## config.mk

```make
export PLATFORM = sky130hd
export DESIGN_NAME = remote_update_avalon_bridge
export DESIGN_NICKNAME = d
export VERILOG_FILES = /design/src/rtl/remote_update_avalon_bridge.sv
export SDC_FILE = /design/constraint.sdc
export NUM_CORES = 1
export LEC_CHECK = 0
export ABC_CLOCK_PERIOD_IN_PS = 4400
export CAP_MARGIN = 20
export CORE_MARGIN = 1
export CORE_UTILIZATION = 48
export CTS_CLUSTER_DIAMETER = 30
export CTS_CLUSTER_SIZE = 10
export DETAILED_ROUTE_END_ITERATION = 10
export PLACE_DENSITY = 0.95
export SLEW_MARGIN = 10
export SYNTH_ARGS = -nofsm -noshare
export SYNTH_HDL_FRONTEND = slang
export SYNTH_SLANG_ARGS = --single-unit
export TNS_END_PERCENT = 20
```

## constraint.sdc

```tcl
create_clock -name clk -period 4.4 [get_ports clk]
set_clock_uncertainty 0.15 [all_clocks]
set_input_delay 0.66 -clock clk [delete_from_list [all_inputs] [get_ports clk]]
set_output_delay 0.66 -clock clk [all_outputs]
set_load 0.005 [all_outputs]
```

## src/rtl/remote_update_avalon_bridge.sv

```systemverilog
// Avalon-MM slave bridging CPU accesses onto a remote-update core parameter port,
// plus a small local register block (status, control, reconfiguration trigger).
module remote_update_avalon_bridge #(
    parameter int unsigned DIN_W       = 22,
    parameter int unsigned DOUT_W      = 29,
    parameter int unsigned BUSY_WAIT   = 2,
    parameter int unsigned TIMEOUT_CYC = 4096
) (
    input  logic              clk,
    input  logic              rst_n,
    input  logic [5:0]        av_address,
    input  logic              av_read,
    input  logic              av_write,
    input  logic [31:0]       av_writedata,
    output logic [31:0]       av_readdata,
    output logic              av_readdatavalid,
    output logic              av_waitrequest,
    output logic              ru_read_param,
    output logic              ru_write_param,
    output logic [2:0]        ru_param,
    output logic [1:0]        ru_source,
    output logic [DIN_W-1:0]  ru_datain,
    output logic              ru_reset,
    output logic              ru_reconfig,
    input  logic              ru_busy,
    input  logic [DOUT_W-1:0] ru_dataout,
    output logic              irq
);

    localparam int unsigned      CNT_W        = $clog2(TIMEOUT_CYC + 1);
    localparam logic [CNT_W-1:0] BUSY_LAST    = CNT_W'(BUSY_WAIT - 1);
    localparam logic [CNT_W-1:0] TO_LAST      = CNT_W'(TIMEOUT_CYC - 1);
    localparam logic [2:0]       OFS_STATUS   = 3'd0;
    localparam logic [2:0]       OFS_CONTROL  = 3'd1;
    localparam logic [2:0]       OFS_RECONFIG = 3'd2;
    localparam logic [7:0]       RECONFIG_KEY = 8'h5A;
    localparam logic [31:0]      TIMEOUT_DATA = 32'hDEADBEEF;

    typedef enum logic [2:0] {
        S_IDLE,
        S_ISSUE,
        S_WAIT_BUSY,
        S_WAIT_DONE,
        S_RESP
    } state_t;

    state_t            r_state;
    logic              r_is_read;
    logic [CNT_W-1:0]  r_cnt;
    logic              r_timeout;
    logic              r_irq_en;
    logic [2:0]        r_param;
    logic [1:0]        r_source;
    logic [DIN_W-1:0]  r_datain;
    logic              r_read_param;
    logic              r_write_param;
    logic              r_reconfig;
    logic              r_irq;
    logic [31:0]       r_readdata;
    logic              r_readdatavalid;
    logic [1:0]        r_rst_sync;

    logic              w_rd_acc;
    logic              w_wr_acc;
    logic              w_local;
    logic [2:0]        w_ofs;
    logic              w_waiting;
    logic              w_op_done;
    logic              w_cnt_expired;
    logic              w_to_set;
    logic              w_to_clr;
    logic [31:0]       w_local_rdata;
    logic              w_unused_wdata;

    // A simultaneous read and write is served as a read only.
    assign w_rd_acc      = (r_state == S_IDLE) && av_read;
    assign w_wr_acc      = (r_state == S_IDLE) && av_write && !av_read;
    assign w_local       = av_address[5];
    assign w_ofs         = av_address[2:0];
    assign w_waiting     = (r_state == S_WAIT_BUSY) || (r_state == S_WAIT_DONE);
    assign w_op_done     = ((r_state == S_WAIT_BUSY) && !ru_busy && (r_cnt == BUSY_LAST))
                        || ((r_state == S_WAIT_DONE) && !ru_busy);
    assign w_cnt_expired = (r_cnt == TO_LAST);
    assign w_to_set      = w_waiting && !w_op_done && w_cnt_expired;
    assign w_to_clr      = w_wr_acc && w_local && (w_ofs == OFS_CONTROL) && av_writedata[0];
    assign w_unused_wdata = ^av_writedata;

    always_comb begin
        w_local_rdata = '0;
        case (w_ofs)
            OFS_STATUS:  w_local_rdata = {29'd0, r_irq_en, r_timeout, ru_busy};
            OFS_CONTROL: w_local_rdata = {30'd0, r_irq_en, 1'b0};
            default:     w_local_rdata = '0;
        endcase
    end

    // Core reset held through rst_n and released two clocks after deassertion.
    always_ff @(posedge clk or negedge rst_n) begin
        if (!rst_n) begin
            r_rst_sync <= 2'b11;
        end else begin
            r_rst_sync <= {r_rst_sync[0], 1'b0};
        end
    end

    always_ff @(posedge clk or negedge rst_n) begin
        if (!rst_n) begin
            r_state         <= S_IDLE;
            r_is_read       <= 1'b0;
            r_cnt           <= '0;
            r_timeout       <= 1'b0;
            r_irq_en        <= 1'b0;
            r_param         <= '0;
            r_source        <= '0;
            r_datain        <= '0;
            r_read_param    <= 1'b0;
            r_write_param   <= 1'b0;
            r_reconfig      <= 1'b0;
            r_irq           <= 1'b0;
            r_readdata      <= '0;
            r_readdatavalid <= 1'b0;
        end else begin
            r_read_param    <= 1'b0;
            r_write_param   <= 1'b0;
            r_reconfig      <= 1'b0;
            r_readdatavalid <= 1'b0;
            r_irq           <= r_timeout & r_irq_en;

            // Timeout set wins over a software clear in the same cycle.
            if (w_to_set) begin
                r_timeout <= 1'b1;
            end else if (w_to_clr) begin
                r_timeout <= 1'b0;
            end

            case (r_state)
                S_IDLE: begin
                    if (w_rd_acc || w_wr_acc) begin
                        if (!w_local) begin
                            r_param       <= av_address[2:0];
                            r_source      <= av_address[4:3];
                            r_datain      <= av_writedata[DIN_W-1:0];
                            r_is_read     <= w_rd_acc;
                            r_read_param  <= w_rd_acc;
                            r_write_param <= w_wr_acc;
                            r_state       <= S_ISSUE;
                        end else if (w_rd_acc) begin
                            r_readdata      <= w_local_rdata;
                            r_readdatavalid <= 1'b1;
                            r_state         <= S_RESP;
                        end else begin
                            if (w_ofs == OFS_CONTROL) begin
                                r_irq_en <= av_writedata[1];
                            end
                            if (w_ofs == OFS_RECONFIG) begin
                                r_reconfig <= (av_writedata[7:0] == RECONFIG_KEY);
                            end
                        end
                    end
                end
                S_ISSUE: begin
                    r_cnt   <= '0;
                    r_state <= S_WAIT_BUSY;
                end
                S_WAIT_BUSY, S_WAIT_DONE: begin
                    if (w_op_done || w_cnt_expired) begin
                        if (r_is_read) begin
                            r_readdata      <= w_op_done ? 32'(ru_dataout) : TIMEOUT_DATA;
                            r_readdatavalid <= 1'b1;
                            r_state         <= S_RESP;
                        end else begin
                            r_state <= S_IDLE;
                        end
                    end else begin
                        r_cnt <= r_cnt + CNT_W'(1);
                        if ((r_state == S_WAIT_BUSY) && ru_busy) begin
                            r_state <= S_WAIT_DONE;
                        end
                    end
                end
                S_RESP: begin
                    r_state <= S_IDLE;
                end
                default: begin
                    r_state <= S_IDLE;
                end
            endcase
        end
    end

    assign av_waitrequest   = (r_state != S_IDLE);
    assign av_readdata      = r_readdata;
    assign av_readdatavalid = r_readdatavalid;
    assign ru_read_param    = r_read_param;
    assign ru_write_param   = r_write_param;
    assign ru_param         = r_param;
    assign ru_source        = r_source;
    assign ru_datain        = r_datain;
    assign ru_reconfig      = r_reconfig;
    assign ru_reset         = r_rst_sync[1];
    assign irq              = r_irq;

endmodule

```

==> flow_metrics.tcl, run 1 <==
set metrics [dict create \
    maxSlewViolCount 0 \
    critical_path_class "reg -> reg" \
    critPathMaxStageDelay_ns 0.67 \
    synth_area_per_cell_um2 11.4 \
    worst_slack_ns 1.56 \
    routedWlPerCell_um 16.4 \
    core-area_um2 7290 \
    firstDrtPassIters 4 \
    wl_um 9050 \
    final_layout_size_suffix_gt1_share_pct 12.6 \
    placed_area_um2 4970 \
    synth_compound_area_share_pct 13.4 \
    worstPathMaxFanout 18 \
    numPortBuffers 126 \
    synth_largest_area_cell "dfrtp_1" \
    area_delta_synth_final_pct 42.0 \
    cp-start-kind "flop" \
    ant_nets 0 \
    yosysWarnings 0 \
    relSlewSlack_pct 37.3 \
    drc 0 \
    seq_area_frac_synth_pct 57.0 \
    grt_pass1_vias 2979 \
    clk_pin_slew_worst_paths_ns 0.08 \
    antennaDiodeCount 0 \
    met2_length_um 4530 \
    synth_area_leaders "dfrtp_1, mux2_2, nand2_1" \
    start_util_pct 50.1 \
    required_ns 4.48 \
    htreeDepth 3 \
    ios 138 \
    fin_crit_sh_pct 64.6 \
    grt_max_degree 84 \
    hpwlAfterDp_um 6670 \
    initialDrtViolationCount 123 \
    async_flop_share_pct 100 \
    p_leak_nw 2.19 \
    gp_congestion 0.914 \
    cp.arrival_ns 2.93 \
    cts_buffer_depth 2 \
    insertion_delay_ns 0.34 \
    synth_adder_area_share_pct 0.686 \
    globalRouteOverflowTotal 0 \
    ctsHoldBuffers 0 \
    syn_area_um2 3650 \
    status "completed" \
    critical-path-slowest-cell "o21a_1" \
    regArea_um2 2080 \
    place_ws_ns 1.15 \
    synth_ff_type "dfrtp_1" \
    synthCells 321 \
    rsz0062_at_grt "false" \
    fin_crit_ns 2.84 \
    setup_violations 0 \
    die_y_um 89.2 \
    critPathCaptureType "flop" \
    finalInstanceArea_um2 5180 \
    vias 3055 \
    synth_xor_area_share_pct 0 \
    synth_top_family_by_area "simple AND/OR/NAND/NOR gates" \
    fmax_mhz 352 \
    grt.total_usage_pct 23.1 \
    rows 31 \
    hold_viol 0 \
    fill_cells 525 \
    synth_cell_types 46 \
    cp_top_family "compound AO/OA/AOI/OAI gates" \
    finalSetupTns_ns 0 \
    synth-edff-count 0 \
    cts-root-buf "clkbuf_8" \
    irDropWorstVdd_mv 0.365 \
    cts_tree "done" \
    synth_top_area_share_pct 55.5 \
    wl_met1_um 3630 \
    fin_nets 523 \
    grt_pass1_wl_um 13900 \
    post_cts_resized 0 \
    synth-seq-cells 83 \
    max-cap-violations 0 \
    crit_buf_inv 2 \
    antenna_found_initial 0 \
    post_cts_buffers 0 \
    via_per_inst 5.52 \
    worstPathCellList "nor3_1 > inv_1 > nor2_1 > o21a_1 > buf_4 > mux2_2" \
    dr.max_layer_used "met4" \
    cts_buffers 9 \
    synthSimpleGateAreaFrac_pct 16.5 \
    synthMuxAreaShare_pct 9.46 \
    die_area_um2 7960 \
    multi_input_area_um2 1470 \
    cts.sinks 83 \
    tightest_slew_ns 0.938 \
    dieWidth_um 89.2 \
    power_mw 2.98 \
    power.density_nw_per_um2 574 \
    route.met3.wl_um 766 \
    min_path_type "in -> async" \
]
-- worst reg2reg max path, delay by kind of cell, from the launching register on --
family          cells  cell delay (ns)
compound gates      1             0.67
mux                 1             0.37
simple gates        2             0.66
flops               1             0.42
buf+inv             2             0.47
-- metal layers --
metal	vias to the layer above	GRT usage (%)
met5	-	0
met4	0	8.80
met3	13	5.82
met2	123	39.3
met1	1500	28.5
li1	1419	-
-- cells in the mapped netlist, types with 3 or more instances --
master,count
nor3_1,6
o31ai_1,7
a21oi_1,14
dfrtp_1,81
clkbuf_1,4
nand4_1,3
mux2i_1,3
nand2_1,48
o211ai_1,3
o311ai_0,3
nand4b_1,3
nor2b_1,5
nor2_1,14
inv_1,7
buf_4,6
or4_1,5
buf_2,4
a2bb2oi_1,19
o21ai_0,7
mux2_2,28
and2_1,5
nand3_1,15
-- sequential cells by signal (all words and copies together) (netlist names), 2 cells and up --
register,flops
ru_source,2
av_readdata,30
r_rst_sync,2
r_state,3
ru_datain,22
r_cnt,13
ru_param,3
-- cells in the final DEF, fill, tap and decap left out, types with 3 or more instances in the layout --
cell and n:
nand4_1 3, a21oi_1 14, a2bb2oi_1 19, inv_1 7
o31ai_1 7, buf_4 4, nand3_1 15, nor3_1 6
mux2i_1 3, nand4b_1 3, o21ai_0 7, clkbuf_8 9
clkinvlp_4 4, clkdlybuf4s50_1 125, or4_1 5, and2_1 5
o211ai_1 3, nand2_1 48, dfrtp_1 81, nor2_1 14
nor2b_1 5, mux2_2 28, o311ai_0 3
-- where the power goes --
| part | internal, mW | switching, mW | total, mW |
|---|---|---|---|
| Clock | 0.210 | 0.281 | 0.490 |
| Combinational | 0.764 | 0.505 | 1.27 |
| Sequential | 1.04 | 0.173 | 1.22 |
-- final cells by class --
| type | instances | share of cell area [%] |
|---|---|---|
| Clock buffer | 10 | 2.46 |
| Clock inverter | 6 | 0.965 |
| Inverter | 7 | 0.507 |
| Multi-Input combinational cell | 218 | 28.3 |
| Sequential cell | 83 | 40.1 |
| Tap cell | 99 | 2.39 |
| Timing Repair Buffer | 130 | 25.2 |
-- through the flow --
stage / utilization, % / hold WS (ns) / instances
after CTS: 70.6 / 0.218 / 551
after detailed placement: 68.2 / 0.197 / 535
after global routing: 71.1 / 0.0906 / 553
final: 71.1 / 0.0752 / 553
after global placement: 68.2 / 0.196 / 535
after floorplan: - / 0.195 / 322
-- logic make-up after synthesis --
kind of cell | count (synthesis)
AO/OA/AOI/OAI | 66
adder cells (fa/ha/maj) | 2
buffers and inverters | 21
flip-flops | 83
multiplexers | 31
other | 1
AND/OR/NAND/NOR | 117
-- worst paths after layout --
kind	from	end	slack [ns]	cells past startpoint
hold reg to reg	r_rst_sync[0]	r_rst_sync[1]	0.21	0
hold / removal	rst_n	ru_datain[20]	0.08	1
min in group clk	r_rst_sync[0]	r_rst_sync[1]	0.21	0
setup / recovery	r_state[2]	ru_datain[6]	1.56	6
max in group asynchronous	rst_n	r_rst_sync[1]	3.38	2
setup reg to reg	r_state[2]	ru_datain[6]	1.56	6
Note: power is estimated with default switching activity, not from simulation.
==> run 2: changes to the inputs <==
Settings changed: ABC_CLOCK_PERIOD_IN_PS 4400 to 2800, CORE_UTILIZATION 48 to 44, PLACE_DENSITY 0.95 to 0.91.
Clock period 4.4 ns to 2.8 ns, I/O delays scaled along.
==> flow_metrics.tcl, run 2 (synthesis results as in run 1) <==
set metrics [dict create \
    drc 0 \
    final_common_cell "clkdlybuf4s50_1" \
    fmax_mhz 412 \
    ctsHoldBuffers 1 \
    status "completed" \
    fin_nets 531 \
    largest_reg_flops 30 \
    start_util_pct 46.3 \
    antenna_found_initial 0 \
    grt.total_usage_pct 21.6 \
    whs_path_depth 0 \
    finalSetupTns_ns 0 \
    fin_crit_ns 2.43 \
    via_per_inst 5.32 \
    cts_buffers 9 \
    cts_buffer_depth 2 \
    hold_start "r_rst_sync[0]" \
    rows 32 \
    tightest_slew_ns 0.776 \
    initialDrtViolationCount 152 \
    cts-root-buf "clkbuf_8" \
    insertion_delay_ns 0.35 \
    area_delta_synth_final_pct 43.6 \
    post_cts_resized 0 \
    cts.sinks 83 \
    antennaDiodeCount 0 \
    max-cap-violations 0 \
    grt_max_degree 84 \
    numPortBuffers 126 \
    irDropWorstVdd_mv 0.562 \
    core-area_um2 7890 \
    ff2ff_path_depth 8 \
    htreeDepth 3 \
    wl_um 8930 \
    power.density_nw_per_um2 904 \
    critical-path-slowest-cell "dfrtp_1" \
    dieWidth_um 93.1 \
    relSlewSlack_pct 48.3 \
    mostFrequentLayoutCells "clkdlybuf4s50_1, dfrtp_1, nand2_1, mux2_2, a2bb2oi_1" \
    critPathMaxStageDelay_ns 0.45 \
    post_cts_buffers 0 \
    ant_nets 0 \
    fin_crit_sh_pct 86.8 \
    hold_slack_ns 0.217 \
    clk_pin_slew_worst_paths_ns 0.09 \
    hold_viol 0 \
    required_ns 2.88 \
    cts_tree "done" \
    critPathCaptureType "flop" \
    p_leak_nw 2.23 \
    grt_pass1_wl_um 14600 \
    maxSlewViolCount 0 \
    die_y_um 93.1 \
    cp.arrival_ns 2.51 \
    globalRouteOverflowTotal 0 \
    min_path_type "reg -> reg" \
    worstPathMaxFanout 11 \
    grt_pass1_vias 3138 \
    final_layout_size_suffix_gt1_share_pct 14.1 \
    ios 138 \
    power_mw 4.74 \
    rsz0062_at_grt "false" \
    hpwlAfterDp_um 6520 \
    r2r-start "r_cnt[1]" \
    setup_violations 0 \
    cp-start-kind "flop" \
    die_area_um2 8660 \
    gp_congestion 0.869 \
    vias 3002 \
    r2r-end "av_readdata[1]" \
    holdPathEnd "r_rst_sync[1]" \
    rrSetupSlack_ns 0.37 \
    worstPathCellList "inv_1 > ha_1 > nor4b_1 > nand4_1 > a21oi_1 > buf_4 > nor2_1 > a221o_1" \
    routedWlPerCell_um 15.8 \
    critical_path_class "reg -> reg" \
    firstDrtPassIters 6 \
]
run 2: per-stage QoR:
stage               utilization [%]  cell area (um2)  std cells  worst slack [ns]
finish                         66.4             5240        564             0.370
global route                   66.4             5240        564            0.0961
CTS                            66.4             5240        564             0.284
detailed placement             64.1             5050        547            0.0970
global placement               64.1             5050        547             0.196
floorplan                         -             3650        322             0.778
run 2: routing by layer:
| layer | up-vias | wire length (um) | part of all wire [%] | global-route usage [%] |
|---|---|---|---|---|
| met2 | 113 | 4280 | 48 | 34.9 |
| met3 | 17 | 543 | 6.1 | 5.04 |
| met1 | 1438 | 3910 | 44 | 27.5 |
| met4 | 0 | 197 | 2.2 | 9.74 |
| met5 | - | 0 | 0 | 0 |
| li1 | 1434 | - | - | - |
run 2: layout make-up:
class	instances	area (um2)
Clock buffer	10	128
Clock inverter	6	46.3
Sequential cell	83	2080
Tap cell	102	128
Inverter	7	26.3
Fill cell	616	2650
Timing Repair Buffer	138	1360
Multi-Input combinational cell	218	1470
run 2: worst max-delay path by stage:
stage                  start         endpoint  slack, ns  depth (start not counted)
floorplan           r_cnt[0]  av_readdata[15]       0.78                          7
CTS                 r_cnt[1]  av_readdata[16]       0.28                          7
finish              r_cnt[1]   av_readdata[1]       0.37                          8
global route        r_cnt[1]   av_readdata[1]        0.1                          8
detailed placement   ru_busy  av_readdata[16]        0.1                          6
global placement     ru_busy  av_readdata[11]       0.20                          6
run 2: power breakdown:
part / switching [mW] / total, mW / internal [mW]
logic: 0.812 / 2.06 / 1.24
clock network: 0.451 / 0.781 / 0.330
registers: 0.260 / 1.90 / 1.64
run 2: critical path, delay by kind of cell (launching register included):
kind	cells	cell delay [ns]
adders and majority gates	1	0.13
DFF	1	0.45
AOI/OAI and AO/OA	2	0.60
and+or+nand+nor	3	0.71
buffers and inverters	2	0.29
